### src/rtl/rlnn_pkg.sv
// Shared types for the replay sequencer: FSM states and the stored experience tuple.
// Field widths here are the build defaults; the top re-declares them per instance.
package rlnn_pkg;

  localparam int DATA_W = 4;
  localparam int N_IN   = 2;

  typedef enum logic [2:0] {
    S_IDLE,
    S_LOAD,
    S_MODEL,
    S_GAP,
    S_TARGET,
    S_TRAIN,
    S_DONE
  } fsm_e;

  typedef struct packed {
    logic [N_IN*DATA_W-1:0] state;
    logic [N_IN*DATA_W-1:0] next_state;
    logic                   action;
    logic [DATA_W-1:0]      reward;
  } exp_t;

endpackage

### src/rtl/replay_mem.sv
// Circular experience store: one write port, one registered read port.
// The read register doubles as the latched sample and reads old data on a same-slot write.
module replay_mem
  import rlnn_pkg::*;
#(
  parameter int  DEPTH   = 8,
  parameter type entry_t = exp_t,
  localparam int AW      = $clog2(DEPTH)
) (
  input  logic          clk,
  input  logic          rst_b,
  input  logic          wr_en,
  input  logic [AW-1:0] wr_addr,
  input  entry_t        wr_data,
  input  logic          rd_en,
  input  logic [AW-1:0] rd_addr,
  output entry_t        rd_data
);

  entry_t mem [DEPTH];

  // storage array write
  always_ff @(posedge clk) begin
    if (wr_en) mem[wr_addr] <= wr_data;
  end

  // sample register, held between loads
  always_ff @(posedge clk) begin
    if (rst_b)      rd_data <= '0;
    else if (rd_en) rd_data <= mem[rd_addr];
  end

endmodule

### src/rtl/replay_sequencer.sv
// Replay buffer plus training-step sequencer driving a model/target network pair.
// Define REPLAY_OVERWRITE_EN to let a full buffer overwrite its oldest entry.
module replay_sequencer
  import rlnn_pkg::*;
#(
  parameter int  DATA_WIDTH         = 4,
  parameter int  NEURON_INPUT_LAYER = 2,
  parameter int  DEPTH              = 8,
  parameter int  TIMEOUT            = 255,
  localparam int IW                 = NEURON_INPUT_LAYER * DATA_WIDTH,
  localparam int CW                 = $clog2(DEPTH + 1)
) (
  input  logic                  clk,
  input  logic                  rst_b,
  input  logic                  exp_valid,
  output logic                  exp_ready,
  input  logic [IW-1:0]         exp_state,
  input  logic [IW-1:0]         exp_next_state,
  input  logic                  exp_action,
  input  logic [DATA_WIDTH-1:0] exp_reward,
  input  logic                  start,
  output logic                  busy,
  output logic [IW-1:0]         nn_input,
  output logic                  input_enable,
  output logic                  use_target,
  output logic                  is_training,
  input  logic                  model_fwd_done,
  input  logic                  target_fwd_done,
  input  logic                  training_done,
  output logic                  sel_action,
  output logic [DATA_WIDTH-1:0] sel_reward,
  output logic                  step_done,
  output logic                  timeout_err,
  output logic [CW-1:0]         count
);

  localparam int AW = $clog2(DEPTH);
  localparam int TW = $clog2(TIMEOUT + 1);

  typedef struct packed {
    logic [IW-1:0]         state;
    logic [IW-1:0]         next_state;
    logic                  action;
    logic [DATA_WIDTH-1:0] reward;
  } entry_t;

  fsm_e          state, state_nxt;
  logic [AW-1:0] wr_ptr, smp_ptr, smp_nxt;
  logic [AW-1:0] oldest, newest;
  logic [TW-1:0] wait_cnt;
  logic          full, wr_fire, evict, load;
  logic          waiting, wait_done, tmo;
  entry_t        wr_data, rd_data;

  assign full    = (count == CW'(DEPTH));
  assign wr_fire = exp_valid && exp_ready;
  assign oldest  = wr_ptr - count[AW-1:0];
  assign newest  = wr_ptr - 1'b1;
  assign load    = (state == S_LOAD);

`ifdef REPLAY_OVERWRITE_EN
  assign exp_ready = 1'b1;
  assign evict     = wr_fire && full;
`else
  assign exp_ready = !full;
  assign evict     = 1'b0;
`endif

  assign wr_data = '{
    state:      exp_state,
    next_state: exp_next_state,
    action:     exp_action,
    reward:     exp_reward
  };

  replay_mem #(
    .DEPTH   (DEPTH),
    .entry_t (entry_t)
  ) u_mem (
    .clk     (clk),
    .rst_b   (rst_b),
    .wr_en   (wr_fire && !rst_b),
    .wr_addr (wr_ptr),
    .wr_data (wr_data),
    .rd_en   (load),
    .rd_addr (smp_ptr),
    .rd_data (rd_data)
  );

  // next sample slot: walk oldest..newest, skip a slot evicted under it
  always_comb begin
    smp_nxt = smp_ptr;
    if (load) begin
      smp_nxt = (smp_ptr == newest) ? oldest : smp_ptr + 1'b1;
    end
    if (evict && smp_nxt == wr_ptr) smp_nxt = wr_ptr + 1'b1;
  end

  // ring pointers and fill level
  always_ff @(posedge clk) begin
    if (rst_b) begin
      wr_ptr  <= '0;
      smp_ptr <= '0;
      count   <= '0;
    end else begin
      if (wr_fire) begin
        wr_ptr <= wr_ptr + 1'b1;
        if (!full) count <= count + 1'b1;
      end
      smp_ptr <= smp_nxt;
    end
  end

  assign waiting   = (state == S_MODEL) ||
                     (state == S_TARGET) ||
                     (state == S_TRAIN);
  assign wait_done = (state == S_MODEL  && model_fwd_done)  ||
                     (state == S_TARGET && target_fwd_done) ||
                     (state == S_TRAIN  && training_done);
  assign tmo       = waiting && !wait_done &&
                     (wait_cnt == TW'(TIMEOUT - 1));

  // per-state wait counter, restarted whenever the state changes
  always_ff @(posedge clk) begin
    if (rst_b)                   wait_cnt <= '0;
    else if (state_nxt != state) wait_cnt <= '0;
    else if (waiting)            wait_cnt <= wait_cnt + 1'b1;
  end

  // state register
  always_ff @(posedge clk) begin
    if (rst_b) state <= S_IDLE;
    else       state <= state_nxt;
  end

  // next-state logic
  always_comb begin
    state_nxt = state;
    unique case (state)
      S_IDLE:   if (start && count != '0) state_nxt = S_LOAD;
      S_LOAD:   state_nxt = S_MODEL;
      S_MODEL: begin
        if (model_fwd_done) state_nxt = S_GAP;
        else if (tmo)       state_nxt = S_IDLE;
      end
      S_GAP:    state_nxt = S_TARGET;
      S_TARGET: begin
        if (target_fwd_done) state_nxt = S_TRAIN;
        else if (tmo)        state_nxt = S_IDLE;
      end
      S_TRAIN: begin
        if (training_done) state_nxt = S_DONE;
        else if (tmo)      state_nxt = S_IDLE;
      end
      S_DONE:   state_nxt = S_IDLE;
      default:  state_nxt = S_IDLE;
    endcase
  end

  // network-facing and status outputs
  always_comb begin
    busy         = (state != S_IDLE);
    input_enable = 1'b0;
    use_target   = 1'b0;
    is_training  = 1'b0;
    step_done    = 1'b0;
    nn_input     = '0;
    timeout_err  = tmo;
    unique case (state)
      S_MODEL: begin
        input_enable = 1'b1;
        nn_input     = rd_data.state;
      end
      S_TARGET: begin
        input_enable = 1'b1;
        use_target   = 1'b1;
        nn_input     = rd_data.next_state;
      end
      S_TRAIN: begin
        use_target  = 1'b1;
        is_training = 1'b1;
      end
      S_DONE:  step_done = 1'b1;
      default: ;
    endcase
  end

  assign sel_action = rd_data.action;
  assign sel_reward = rd_data.reward;

endmodule

### config.mk
export PLATFORM = sky130hd
export DESIGN_NAME = replay_sequencer
export DESIGN_NICKNAME = d
export VERILOG_FILES = /design/src/rtl/rlnn_pkg.sv /design/src/rtl/replay_mem.sv /design/src/rtl/replay_sequencer.sv
export SDC_FILE = /design/constraint.sdc
export NUM_CORES = 1
export LEC_CHECK = 0
export ABC_CLOCK_PERIOD_IN_PS = 3270
export BUFFER_PORTS_ARGS = -buffer_cell sky130_fd_sc_hd__clkbuf_2
export CAP_MARGIN = 20
export CELL_PAD_IN_SITES_DETAIL_PLACEMENT = 1
export CELL_PAD_IN_SITES_GLOBAL_PLACEMENT = 1
export CORE_MARGIN = 3
export CORE_UTILIZATION = 45
export CTS_CLUSTER_DIAMETER = 150
export DETAILED_ROUTE_END_ITERATION = 7
export HOLD_SLACK_MARGIN = 0.12
export PLACE_DENSITY = 0.74
export SYNTH_ARGS = -nofsm -noshare
export SYNTH_HDL_FRONTEND = slang
export SYNTH_SLANG_ARGS = --single-unit
### constraint.sdc
create_clock -name clk -period 3.27 [get_ports clk]
set_input_delay 0.1635 -clock clk [delete_from_list [all_inputs] [get_ports clk]]
set_output_delay 0.1635 -clock clk [all_outputs]
set_load 0.005 [all_outputs]
==> impl_metrics.env, run 1 <==
export IMPL_grt_pass1_wl_um=29300
export IMPL_worst_pin_slew_ps=893
export IMPL_syn_avg_cell_area_um2=16.9
export IMPL_final_cell_area_um2=9980
export IMPL_grt_pass1_vias=5019
export IMPL_ys_ff_latch=210
export IMPL_cp_arrival_ps=2510
export IMPL_fin_crit_ps=2670
export IMPL_viasPerCell=5.60
export IMPL_relSlewSlack_pct=40.5
export IMPL_grt_ovfl_total=0
export IMPL_grt_use_total_pct=18.8
export IMPL_clock_path_buffers=3
export IMPL_clk_pin_slew_worst_paths_ps=60
export IMPL_preCtsSetupSlack_ps=972
export IMPL_syn_inst=501
export IMPL_htreeDepth=1
export IMPL_hpwl_um=11300
export IMPL_syn_area_um2=8490
export IMPL_hold_viol=0
export IMPL_start_kind="flop"
export IMPL_cts_tree="done"
export IMPL_ys_types=49
export IMPL_maxSlewViolCount=0
export IMPL_clock_fmax_ghz=0.374
export IMPL_setup_tns_ps=0
export IMPL_io_buffers=51
export IMPL_route_detailed_drc=0
export IMPL_dr_total_vias=4646
export IMPL_synth_area_leader_cell="edfxtp_1"
export IMPL_boundaryPins=52
export IMPL_p_total_mw=6.22
export IMPL_clock_skew_final_ps=9.84
export IMPL_wl_um=18700
export IMPL_die_y_um=143
export IMPL_syn_nets=538
export IMPL_num_rows=49
export IMPL_p_leak_nw=3.28
export IMPL_rsz0062_at_grt="no"
export IMPL_drt_initial_drc_count=325
export IMPL_cp_required_ps=3110
export IMPL_hold_path_class="input pin to flop"
export IMPL_place_gp_congestion=0.848
export IMPL_fin_crit_sh_pct=81.7
export IMPL_synth_top_area_share_pct=59.4
export IMPL_post_drt_wl_per_cell_um=22.6
export IMPL_irDropWorstVdd_mv=0.538
export IMPL_core_um2=18300
export IMPL_dieArea_um2=20500
export IMPL_setup_ws_ps=599
export IMPL_initial_utilization_pct=46.5
export IMPL_grt_max_degree=40
export IMPL_insertion_delay_ps=510
export IMPL_cts_root_buffer="clkbuf_16"
export IMPL_crit_fanout=11
export IMPL_drv_cap=0
export IMPL_power_density_nw_per_um2=623
export IMPL_cts_buffers_inserted=23
export IMPL_status="finished clean"
export IMPL_cts_setup_buffers=0
export IMPL_cts_sinks=210
export IMPL_area_growth_pct=17.6
export IMPL_fillers=1711
export IMPL_worstSetupPathType="flop to output port"
export IMPL_dr_pass1_iters=4
export IMPL_antenna_found_initial=0
export IMPL_ant_nets=0
export IMPL_dpl_cell_area_um2=9020
export IMPL_finalSetupViolCount=0
export IMPL_yosysWarnings=0
export IMPL_synthTopCellsByArea="edfxtp_1 59%, mux4_2 11%, dfxtp_1 9.9%, mux2i_1 2.6%, nor2_1 2.3%"
export IMPL_drive_gt1_share_pct=26.8
export IMPL_die_x_um=143
export IMPL_num_antenna_cells=0
export IMPL_crit_path_end_kind="output port"
export IMPL_synth_seq_area_share_pct=69.3
export IMPL_nNetsFinal=622
-- per-stage QoR --
| stage | util, % | hold WS (ps) | std cells |
|---|---|---|---|
| after floorplan | - | 262 | 501 |
| after global placement | 49.4 | 429 | 766 |
| after detailed placement | 49.4 | 440 | 766 |
| after CTS | 54.6 | 145 | 830 |
| after global routing | 54.6 | 179 | 830 |
| final | 54.6 | 155 | 830 |
-- state kept, by name, summed over array words and instances, names as in the netlist --
signal         count
count              4
smp_ptr            3
state              3
u_mem.mem        168
u_mem.rd_data     21
wait_cnt           8
wr_ptr             3
-- critical path, cell delays in order, from the launching register on --
cell	delay, ps
dfxtp_1	560
inv_1	190
nor2_1	610
a22oi_1	220
nor2_1	250
clkbuf_2	170
-- power breakdown --
part | switching (mW) | internal [mW]
Clock | 1.02 | 1.47
Sequential | 0.0952 | 2.97
Combinational | 0.351 | 0.308
Total | 1.47 | 4.75
-- logic make-up (layout without fill, tap and decap cells) --
logic type      count (synthesis)  count (layout)  synth area share (%)
flops                         210             210                  69.3
buf+inv                        42             142                  2.49
simple gates                  100             100                  5.84
mux                            64              64                  13.7
xor+xnor                       17              17                  1.93
fa+ha+maj                       9               9                  1.42
compound gates                 59              59                  5.23
-- timing repair --
action	CTS	global route
endpoints found under the hold margin	173	0
hold buffers	23	0
gates resized for setup	0	0
-- layout by cell type (no fill, tap or decap), types with 4 or more instances in the layout --
cell type,count
inv_1,10
dfxtp_1,40
edfxtp_1,168
a21oi_1,8
dlygate4sd3_1,23
nand3_1,6
xor2_1,6
xnor2_1,10
o21ai_0,6
ha_1,8
a22oi_1,9
mux2i_1,22
mux4_2,42
clkbuf_2,51
clkbuf_16,23
buf_4,16
nand2_1,14
clkinv_1,5
a211oi_1,23
nand2b_1,4
nor2_2,7
nor2_1,45
-- area by class of cell --
cell class	count	area (um2)	share of cell area [%]
repair buffers	91	626	6.27
well taps	229	287	2.87
multi-input cells	249	2410	24.2
clock inverters	14	128	1.28
clock buffers	27	601	6.02
flip-flops and latches	210	5890	59.0
inverters	10	37.5	0.376
-- synth_stat cells (all sizes together) --
master	n
nand4	3
nor4	3
and4	2
o31ai	1
inv	10
o21a	1
mux2i	22
nor3	6
a2111oi	1
xnor2	10
a22oi	9
o2111ai	1
xor3	1
nand3b	1
a2111o	1
a21oi	8
buf	21
a2bb2oi	1
ha	8
fa	1
o211ai	1
nor2	52
a32oi	1
a311o	1
and3	2
clkbuf	11
or3b	1
mux4	42
nor3b	3
xor2	6
nand3	6
nand2	14
o311a	1
dfxtp	42
nand2b	5
o21ai	7
a211oi	24
edfxtp	168
nor2b	2
a211o	1
-- final timing paths --
check / start / end / slack [ps] / depth (start not counted)
max: state[1]$_SDFF_PP0_ / nn_input[3] / 600 / 5
min: rst_b / count[3]$_SDFFE_PP0P_ / 160 / 3
max reg2reg: state[0]$_SDFF_PP0_ / u_mem.rd_data[14]$_SDFFE_PP0P_ / 960 / 5
min reg2reg: u_mem.rd_data[8]$_SDFFE_PP0P_ / u_mem.rd_data[8]$_SDFFE_PP0P_ / 510 / 2
-- per-layer routing --
metal / share of wire (%) / GRT usage [%] / vias to the layer above / wire, um
li1: - / - / 2132 / -
met1: 43 / 25.3 / 2382 / 8000
met2: 51 / 32.4 / 99 / 9480
met3: 4.2 / 3.26 / 33 / 782
met4: 2.5 / 4.61 / 0 / 464
met5: 0 / 0 / - / 0
No activity file was read; power rests on OpenSTA's default activity.
==> run 2: changes to the inputs <==
Settings changed: ABC_AREA from default to 1, ABC_CLOCK_PERIOD_IN_PS 3270 to 2580, PLACE_DENSITY 0.74 to 0.77.
Clock period 3.27 ns to 2.58 ns, I/O delays scaled along.
==> impl_metrics.env, run 2 <==
export IMPL_status="finished clean"
export IMPL_ys_ff_latch=210
export IMPL_num_rows=49
export IMPL_grt_max_degree=87
export IMPL_clk_pin_slew_worst_paths_ps=60
export IMPL_insertion_delay_ps=510
export IMPL_synth_seq_area_share_pct=69.1
export IMPL_largest_reg_flops=168
export IMPL_route_detailed_drc=0
export IMPL_stdcell_count=1009
export IMPL_synthTopCellsByCount="168 x edfxtp_1, 111 x nor2_1, 58 x nand2_1, 53 x o21ai_0, 42 x dfxtp_1"
export IMPL_clock_fmax_ghz=0.434
export IMPL_wl_um=20800
export IMPL_grt_pass1_vias=6087
export IMPL_boundaryPins=52
export IMPL_crit_fanout=21
export IMPL_synth_most_common_cell="edfxtp_1"
export IMPL_antenna_found_initial=0
export IMPL_worstSetupPathType="flop to flop"
export IMPL_fin_crit_ps=2310
export IMPL_fillers=1834
export IMPL_area_growth_pct=18.2
export IMPL_syn_nets=726
export IMPL_htreeDepth=1
export IMPL_crit_path_end_kind="flop"
export IMPL_clock_skew_final_ps=9.81
export IMPL_maxSlewViolCount=0
export IMPL_setup_tns_ps=0
export IMPL_dpl_cell_area_um2=9060
export IMPL_initial_utilization_pct=46.6
export IMPL_dr_pass1_iters=5
export IMPL_die_x_um=144
export IMPL_dp_cells=943
export IMPL_num_antenna_cells=0
export IMPL_crit_family="simple AND/OR/NAND/NOR gates"
export IMPL_syn_inst=689
export IMPL_hold_path_class="input pin to flop"
export IMPL_die_y_um=144
export IMPL_multi_input_area_um2=2340
export IMPL_cp_num_buf_inv=2
export IMPL_drv_cap=0
export IMPL_synth_ff_type="edfxtp_1"
export IMPL_final_cell_area_um2=10100
export IMPL_drive_gt1_share_pct=15.9
export IMPL_synth_top_area_share_pct=59.3
export IMPL_cts_buffers_inserted=23
export IMPL_rsz0062_at_grt="no"
export IMPL_worst_pin_slew_ps=548
export IMPL_start_kind="flop"
export IMPL_cts_tree="done"
export IMPL_drt_initial_drc_count=404
export IMPL_cts_root_buffer="clkbuf_16"
export IMPL_top_regs="u_mem.mem x168, u_mem.rd_data x21, wait_cnt x8"
export IMPL_seq_area_um2=5890
export IMPL_yosysWarnings=0
export IMPL_syn_avg_cell_area_um2=12.4
export IMPL_cp_required_ps=2750
export IMPL_fin_crit_sh_pct=89.4
export IMPL_viasPerCell=5.71
export IMPL_grt_ovfl_total=0
export IMPL_final_common_cell="edfxtp_1"
export IMPL_synthArstFlopShare_pct=0
export IMPL_slowest_delay_ps=440
export IMPL_place_gp_congestion=0.892
export IMPL_cp_slowest_cell="dfxtp_1"
export IMPL_ys_types=32
export IMPL_ant_nets=0
export IMPL_synth_edf_count=168
export IMPL_path_cells="inv_1, ha_1, nand3_1, nand2_1, nor2_1, nand2_1, nor2_2, buf_4"
export IMPL_hold_slack_ps=236
export IMPL_io_buffers=51
export IMPL_final_cell_mix="168 x edfxtp_1, 107 x nor2_1, 58 x nand2_1"
export IMPL_dr_total_vias=5759
export IMPL_nNetsFinal=802
export IMPL_regMostFlops="u_mem.mem"
export IMPL_cts_sinks=210
export IMPL_syn_area_um2=8510
export IMPL_finalSetupViolCount=0
export IMPL_p_total_mw=7.80
export IMPL_hpwl_um=12600
export IMPL_p_leak_nw=3.46
export IMPL_dieArea_um2=20600
export IMPL_crit_top_cell="nand2_1"
export IMPL_synthTopCellsByArea="edfxtp_1 59%, dfxtp_1 9.9%, nor2_1 4.9%, o21ai_0 3.1%, nand2_1 2.6%"
export IMPL_grt_use_total_pct=20.3
export IMPL_grt_pass1_wl_um=32600
export IMPL_core_um2=18300
export IMPL_irDropWorstVdd_mv=0.580
export IMPL_cp_arrival_ps=2470
export IMPL_power_density_nw_per_um2=776
export IMPL_clock_path_buffers=3
export IMPL_synth_area_leader_cell="edfxtp_1"
export IMPL_hold_viol=0
export IMPL_relSlewSlack_pct=63.5
export IMPL_post_drt_wl_per_cell_um=20.6
[run 2: cells by family after synthesis]
| logic type | count (synthesis) | share of synthesized area [%] |
|---|---|---|
| xor+xnor | 13 | 1.34 |
| simple gates | 201 | 9.66 |
| mux | 21 | 2.47 |
| flops | 210 | 69.1 |
| compound gates | 160 | 12.3 |
| fa+ha+maj | 9 | 1.41 |
| buf+inv | 75 | 3.70 |
[run 2: timing repair]
item / in CTS / in global routing
setup buffers: 0 / 0
hold endpoints to repair: 196 / 0
gates resized for setup: 0 / 0
endpoints found under the setup margin: 0 / 0
hold buffers: 26 / 0
[run 2: worst paths after layout]
path	from	end	slack, ps	cells past startpoint
hold / removal	model_fwd_done	state[1]$_SDFF_PP0_	240	7
setup reg to reg	count[1]$_SDFFE_PP0P_	u_mem.mem[3][10]$_DFFE_PP_	270	8
hold reg to reg	u_mem.rd_data[5]$_SDFFE_PP0P_	u_mem.rd_data[5]$_SDFFE_PP0P_	470	2
setup / recovery	count[1]$_SDFFE_PP0P_	u_mem.mem[3][10]$_DFFE_PP_	270	8
[run 2: where the power goes]
part           leakage [nW]  internal [mW]  switching (mW)  total (mW)
clock network         0.361           1.93            1.27        3.20
logic                  1.24          0.284           0.520       0.804
registers              1.86           3.74          0.0561        3.80
[run 2: worst reg2reg max path: stages, from the launching register on]
cell	delay [ps]
dfxtp_1	440
inv_1	110
ha_1	220
nand3_1	110
nand2_1	80
nor2_1	220
nand2_1	230
nor2_2	180
buf_4	370
[run 2: stage by stage]
stage	setup WS, ps	utilization [%]
6_report	275	55.1
3_3_place_gp	552	49.6
5_1_grt	137	55.1
2_1_floorplan	-461	-
4_1_cts	244	55.1
3_5_place_dp	295	49.6
[run 2: layout make-up]
type                       instances  share of cell area, %
clock buffer                      28                   5.91
clock inverter                    12                   1.38
inverter                          33                   1.23
multi-input combinational        404                   23.3
sequential                       210                   58.5
tap                              229                   2.85
timing repair buffer              93                   6.82
[run 2: per-layer routing]
layer	track usage [%]	vias to the layer above	share of wire, %
li1	-	2677	-
met2	34.8	169	50
met5	0	-	0
met3	3.36	42	5.3
met1	26.6	2871	42
met4	6.00	0	2.7
==> run 3: changes to the inputs <==
Settings changed: BUFFER_PORTS_ARGS -buffer_cell sky130_fd_sc_hd__clkbuf_2 to default, DONT_BUFFER_PORTS from default to 1, PLACE_DENSITY 0.77 to 0.74.
==> impl_metrics.env, run 3 (synthesis results as in run 2) <==
export IMPL_dr_pass1_iters=5
export IMPL_grt_use_total_pct=21.8
export IMPL_dieArea_um2=20600
export IMPL_dr_total_vias=5603
export IMPL_place_gp_congestion=0.882
export IMPL_cts_root_buffer="clkbuf_16"
export IMPL_worstSetupPathType="flop to flop"
export IMPL_insertion_delay_ps=520
export IMPL_wl_um=22100
export IMPL_largest_reg_flops=168
export IMPL_ant_nets=0
export IMPL_fin_crit_sh_pct=94.1
export IMPL_post_drt_wl_per_cell_um=22.9
export IMPL_num_rows=49
export IMPL_finalSetupViolCount=0
export IMPL_fin_crit_ps=2430
export IMPL_grt_ovfl_total=0
export IMPL_irDropWorstVdd_mv=0.574
export IMPL_setup_tns_ps=0
export IMPL_num_antenna_cells=0
export IMPL_grt_pass1_wl_um=34100
export IMPL_worst_pin_slew_ps=713
export IMPL_grt_max_degree=87
export IMPL_die_y_um=144
export IMPL_status="finished clean"
export IMPL_top_regs="u_mem.mem x168, u_mem.rd_data x21, wait_cnt x8"
export IMPL_die_x_um=144
export IMPL_drive_gt1_share_pct=10.6
export IMPL_cp_required_ps=2980
export IMPL_hold_path_class="input pin to flop"
export IMPL_rsz0062_at_grt="no"
export IMPL_drv_cap=0
export IMPL_clock_path_buffers=3
export IMPL_boundaryPins=52
export IMPL_final_cell_mix="168 x edfxtp_1, 107 x nor2_1, 58 x nand2_1"
export IMPL_core_um2=18300
export IMPL_cts_sinks=210
export IMPL_route_detailed_drc=0
export IMPL_antenna_found_initial=0
export IMPL_hold_viol=0
export IMPL_final_common_cell="edfxtp_1"
export IMPL_viasPerCell=5.79
export IMPL_initial_utilization_pct=46.6
export IMPL_regMostFlops="u_mem.mem"
export IMPL_p_total_mw=7.60
export IMPL_crit_path_end_kind="flop"
export IMPL_dpl_cell_area_um2=8890
export IMPL_crit_fanout=7
export IMPL_hold_slack_ps=303
export IMPL_maxSlewViolCount=0
export IMPL_power_density_nw_per_um2=770
export IMPL_clk_pin_slew_worst_paths_ps=60
export IMPL_preCtsSetupSlack_ps=324
export IMPL_cts_tree="done"
export IMPL_cts_setup_buffers=0
export IMPL_start_kind="flop"
export IMPL_hpwl_um=14200
export IMPL_io_buffers=0
export IMPL_drt_initial_drc_count=386
export IMPL_clock_skew_final_ps=10.0
export IMPL_cp_arrival_ps=2830
export IMPL_htreeDepth=1
export IMPL_p_leak_nw=3.24
export IMPL_final_cell_area_um2=9870
export IMPL_clock_fmax_ghz=0.412
export IMPL_grt_pass1_vias=5939
export IMPL_cts_buffers_inserted=23
export IMPL_setup_ws_ps=152
export IMPL_nNetsFinal=758
export IMPL_relSlewSlack_pct=52.3
export IMPL_area_growth_pct=16.0
[run 3: changes by cell type in the layout (fill, tap and decap cells not counted), sizes merged]
cell / change
clkbuf: -52
clkinv: +5
buf: +4
bufinv: -3
dlygate4sd3: +3
clkinvlp: +1
[run 3: what timing repair did]
action / in CTS / in global routing
endpoints found under the setup margin: 0 / 1
endpoints found under the hold margin: 210 / 0
resized for setup: 0 / 1
hold buffers: 29 / 0
[run 3: per-stage QoR]
step / utilization (%) / std cells
floorplan: - / 689
global placement: 48.7 / 895
detailed placement: 48.7 / 895
CTS: 53.9 / 966
global route: 54.0 / 967
finish: 54.0 / 967
[run 3: final timing paths]
check	slack, ps	end	startpoint	cells past startpoint
hold / removal	300	u_mem.mem[0][2]$_DFFE_PP_	rst_b	4
hold reg to reg	470	u_mem.rd_data[19]$_SDFFE_PP0P_	u_mem.rd_data[19]$_SDFFE_PP0P_	2
setup reg to reg	150	state[1]$_SDFF_PP0_	state[1]$_SDFF_PP0_	7
setup / recovery	150	state[1]$_SDFF_PP0_	state[1]$_SDFF_PP0_	7
[run 3: final cells by class]
cell class	instances	area, um2
clock buffer	27	591
multi-input combinational	404	2350
inverter	33	124
fill	1840	8400
sequential	210	5890
timing repair buffer	49	548
clock inverter	15	85.1
tap	229	287
[run 3: critical path: stages (launching register included)]
cell and delay (ps):
dfxtp_1 530, inv_2 110, nand4_1 110, inv_1 70
nor3_1 290, dlygate4sd3_1 600, a21oi_1 60, dlygate4sd3_1 550
[run 3: power by group]
part / switching [mW] / internal (mW) / total, mW / leakage [nW]
clock: 1.31 / 1.65 / 2.96 / 0.335
combinational: 0.535 / 0.283 / 0.818 / 1.05
sequential: 0.0779 / 3.74 / 3.82 / 1.86
[run 3: per-layer routing]
layer / up-vias / wire [um] / track usage, %
met4: 0 / 402 / 4.61
met5: - / 0 / 0
met1: 2818 / 9560 / 29.6
met3: 27 / 1390 / 4.33
met2: 160 / 10800 / 36.8
li1: 2598 / - / -
